===== config.mk =====
export PLATFORM = sky130hd
export DESIGN_NAME = user_data_ram
export DESIGN_NICKNAME = d
export VERILOG_FILES = /design/src/rtl/user_data_ram.sv
export SDC_FILE = /design/constraint.sdc
export NUM_CORES = 1
export LEC_CHECK = 0
export CAP_MARGIN = 30
export CORE_MARGIN = 10
export CORE_UTILIZATION = 60
export CTS_CLUSTER_DIAMETER = 100
export CTS_CLUSTER_SIZE = 16
export DETAILED_ROUTE_END_ITERATION = 8
export PLACE_DENSITY = 0.85
export SYNTH_ARGS = -nofsm -noshare
export SYNTH_HDL_FRONTEND = slang
export SYNTH_SLANG_ARGS = --single-unit
export TNS_END_PERCENT = 50

===== constraint.sdc =====
create_clock -name clock -period 3.2 [get_ports clock]
set_input_delay 0.96 -clock clock [delete_from_list [all_inputs] [get_ports clock]]
set_output_delay 0.96 -clock clock [all_outputs]
set_load 0.01 [all_outputs]

===== src/rtl/user_data_ram.sv =====
// Dual-read-port data RAM that preloads itself from INIT_VALUES after reset.
// Optional macro USER_DATA_RELOAD_EN adds a reload port that reruns the preload.
module user_data_ram #(
  parameter int DATA_WIDTH = 8,
  parameter int DEPTH      = 16,
  parameter int ADDR_WIDTH = 4,
  parameter logic [DEPTH*DATA_WIDTH-1:0] INIT_VALUES =
    (DEPTH*DATA_WIDTH)'(8'hBB) | ((DEPTH*DATA_WIDTH)'(8'h77) << DATA_WIDTH)
) (
  input  logic                  clock,
  input  logic                  reset,
  input  logic                  we,
  input  logic [ADDR_WIDTH-1:0] waddr,
  input  logic [DATA_WIDTH-1:0] wdata,
  input  logic [ADDR_WIDTH-1:0] raddr,
  output logic [DATA_WIDTH-1:0] rdata,
  input  logic [ADDR_WIDTH-1:0] dbg_addr,
  output logic [DATA_WIDTH-1:0] dbg_data,
  output logic                  ready
`ifdef USER_DATA_RELOAD_EN
  ,
  input  logic                  reload
`endif
);

  typedef enum logic {
    ST_LOAD = 1'b0,
    ST_RUN  = 1'b1
  } state_t;

  state_t                r_state;
  state_t                w_state_next;
  logic [ADDR_WIDTH-1:0] r_load_ptr;
  logic [ADDR_WIDTH-1:0] w_load_ptr_next;
  logic                  r_ready;
  logic                  w_ready_next;
  logic                  w_reload;

  logic                  w_mem_we;
  logic [ADDR_WIDTH-1:0] w_mem_addr;
  logic [DATA_WIDTH-1:0] w_mem_wdata;
  logic [DATA_WIDTH-1:0] r_mem [DEPTH];
  logic [DATA_WIDTH-1:0] w_init_word [DEPTH];

`ifdef USER_DATA_RELOAD_EN
  assign w_reload = reload;
`else
  assign w_reload = 1'b0;
`endif

  // Unpack the flat preload vector so the load path is a plain array lookup.
  generate
    for (genvar gi = 0; gi < DEPTH; gi++) begin : g_init
      assign w_init_word[gi] = INIT_VALUES[gi*DATA_WIDTH +: DATA_WIDTH];
    end
  endgenerate

  always_ff @(posedge clock) begin
    if (reset) begin
      r_state    <= ST_LOAD;
      r_load_ptr <= '0;
      r_ready    <= 1'b0;
    end else begin
      r_state    <= w_state_next;
      r_load_ptr <= w_load_ptr_next;
      r_ready    <= w_ready_next;
    end
  end

  always_comb begin
    w_state_next    = r_state;
    w_load_ptr_next = r_load_ptr;
    w_mem_we        = 1'b0;
    w_mem_addr      = waddr;
    w_mem_wdata     = wdata;
    case (r_state)
      ST_LOAD: begin
        w_mem_we    = 1'b1;
        w_mem_addr  = r_load_ptr;
        w_mem_wdata = w_init_word[r_load_ptr];
        // Pointer parks on the last word; only reset or reload rewinds it.
        if (r_load_ptr == ADDR_WIDTH'(DEPTH - 1)) begin
          w_state_next = ST_RUN;
        end else begin
          w_load_ptr_next = r_load_ptr + ADDR_WIDTH'(1);
        end
      end
      ST_RUN: begin
        if (w_reload) begin
          w_state_next    = ST_LOAD;
          w_load_ptr_next = '0;
        end else begin
          w_mem_we = we;
        end
      end
      default: begin
        w_state_next = ST_LOAD;
      end
    endcase
    if (reset) begin
      w_mem_we = 1'b0;
    end
    w_ready_next = (w_state_next == ST_RUN);
  end

  // Contents are never cleared; the preload defines them.
  always_ff @(posedge clock) begin
    if (w_mem_we) begin
      r_mem[w_mem_addr] <= w_mem_wdata;
    end
  end

  assign ready    = r_ready;
  assign rdata    = r_ready ? r_mem[raddr]    : '0;
  assign dbg_data = r_ready ? r_mem[dbg_addr] : '0;

endmodule

==> run metrics <==
status=finished with violations; failing checks=negative setup slack; distinct cell type count after synthesis=40; clk buf depth=2; CP required=2240 ps; most used flip-flop cell after synthesis=edfxtp_1; Row Count=38; Placed Instance Area=0.007398 mm²; Setup CP Type=input port to output port; design area=0.008305 mm²; Multi-input gate area=0.002551 mm²; number of diodes=0; commonest non-fill, non-tap cell in the layout=edfxtp_1; IO buf count=39; ys async rst share=0; I/O pin cnt=40; first-pass GRT wire length=29,470 µm; Post-synth EDFFs=128; final hold vios=0; Power Dens Cells=518.0 mW/mm²; Max Clk Rate=299.3 MHz; unrepaired setup endpoints after global routing=yes; Mapped Cells=408; syn_nets=434; register area=0.003944 mm²; hpwl dp=12,130 µm; layout cells sized above 1=0.3624; # hold bufs at CTS=0; Final Setup Violations=9; hold crit path type=register to register; max_cap viols=0; Max-slew headroom=0.5285; area grow syn2layout=26.73%; CTS buffer count=17; Net count, final=540; Die Wd=124.5 µm; total track usage=0.2505; Core ar.=0.01075 mm²; Final Skew=6.219 ps; setup slack at placement=-1144 ps; CTS H-Tree Depth=4; ANT nets after route=0; DR vias=4,698; crit path max fanout=7; Placer Congestion=0.9094; CTS tree=built; Initial Utilization=0.6099; total gr overflow=0; Synth Area per Inst=16.06 µm²; final hold slack=609.6 ps; commonest non-fill, non-tap cells in the layout=128 x edfxtp_1, 52 x mux2i_1, 52 x buf_4; die height=124.5 µm; DRC viols=0; final period utilization=1.044; setup slack after layout=-141.2 ps; Slew Limit Fails=0; DR vias/cell=7.043; Synth Register Bits=133; final critical-path required period=3341 ps; number of global-route vias before repair=4,770; Least-Margin Pin Slew=700.8 ps; pin count of the biggest net entering global routing=24; register area share after synthesis=0.6018; WL/cell=30.06 µm; Fillers=593; Pre-antenna DRT Iters=6; crit path launch type=input port; Die ar.=0.01550 mm²; Max IR drop VDD=0.4593 mV; Iter 0 DRT Violations=635; Worst setup EP type=output port; Routed WL=20,050 µm; clock root buffer=clkbuf_8; initial antenna violation count=0; Clock Pin Slew Worst Setup and Hold Paths=60 ps; worst-skew pair later-pin latency=540 ps; leak pwr=3.061 nW; CTS sink count=133; synthesized area=0.006554 mm²; Critical Path AT=2380 ps; Synth Warn #=0
==> worst paths after layout <==
check	endpoint	cells after the start	startpoint	slack, ps
max	rdata[2]	7	raddr[2]	-140
min	r_load_ptr[3]$_SDFFE_PP0P_	2	r_load_ptr[3]$_SDFFE_PP0P_	610
max reg2reg	r_mem[3][0]$_DFFE_PP_	6	ready$_SDFF_PP0_	900
min reg2reg	r_load_ptr[3]$_SDFFE_PP0P_	2	r_load_ptr[3]$_SDFFE_PP0P_	610
==> kinds of logic (layout without fill, tap and decap cells) <==
family                     Yosys count  in the layout  share of synthesized area
and+or+nand+nor                     77             78                    0.05460
buffers and inverters               30            148                    0.03436
DFF                                133            133                     0.6018
muxes                              101            101                     0.2321
adders and majority gates            3              3                   0.005728
AOI/OAI and AO/OA                   63             63                    0.07006
xor gates and xnor gates             1              1                   0.001337
==> synth_stat cells (2+ instances only) <==
master,count,area (µm²)
edfxtp_1,128,3844
nand2_1,18,67.56
buf_6,3,33.78
nand2b_1,5,31.28
ha_1,3,37.54
buf_2,4,20.02
nor2b_1,6,37.54
nand3_1,7,35.03
and2_1,2,12.51
mux2i_1,62,620.6
a31oi_1,3,18.77
clkbuf_1,6,22.52
a21o_1,4,30.03
a21oi_1,5,25.02
mux4_1,6,157.7
o21ai_0,7,35.03
a22oi_1,20,150.1
buf_4,6,45.04
inv_1,5,18.77
nor3_1,4,20.02
o2111ai_1,2,17.52
nor2_1,28,105.1
and3_1,3,18.77
o31ai_1,2,15.01
o22ai_1,5,31.28
mux4_2,33,743.2
dfxtp_1,5,100.1
a221o_1,3,30.03
a22o_1,9,78.83
clkbuf_8,3,41.29
buf_12,2,40.04
==> per-layer routing <==
| metal | global-route usage | part of all wire | up-vias |
|---|---|---|---|
| met5 | 0 | 0 | - |
| met4 | 0.1378 | 0.057 | 0 |
| met3 | 0.07745 | 0.13 | 93 |
| met2 | 0.3958 | 0.47 | 462 |
| met1 | 0.2993 | 0.34 | 2260 |
| li1 | - | - | 1883 |
==> critical path, stage by stage <==
cell and delay, ps:
buf_2 140, bufbuf_16 280, nor2b_4 190, a22oi_2 110, a22o_1 250, a221o_1 310, buf_2 140
==> report_power, final <==
part / switching, mW / internal, mW
logic: 0.265 / 0.222
registers: 0.0231 / 1.99
clock network: 0.763 / 1.04
total: 1.05 / 3.25
==> cell type report <==
type                            instances  share of cell area
Multi-Input combinational cell        246              0.3072
Clock buffer                           18             0.05032
Inverter                                5            0.002260
Sequential cell                       133              0.4748
Clock inverter                         14             0.01552
Tap cell                              140             0.02109
Timing Repair Buffer                  111              0.1288
==> repair_timing <==
item	in CTS	in global routing
hold endpoints to repair	0	0
cloned	4	0
pin swaps	5	9
resized for setup	125	22
buffers inserted	12	2
setup endpoints to repair	16	15
==> sequential cells by signal (all words and copies together), names as in the netlist <==
signal	flops
r_mem	128
r_load_ptr	4
ready	1
==> through the flow <==
step           setup TNS [ps]  power, mW  cells  utilization
3_3_place_gp           -13310      2.425    618       0.6885
4_1_cts                -520.0      4.253    666       0.7657
5_1_grt                -828.5      4.392    667       0.7729
2_1_floorplan               0      2.290    408            -
6_report               -600.9      4.302    667       0.7729
3_5_place_dp           -14060      2.442    618       0.6885
Note: power is estimated with default switching activity, not from simulation.
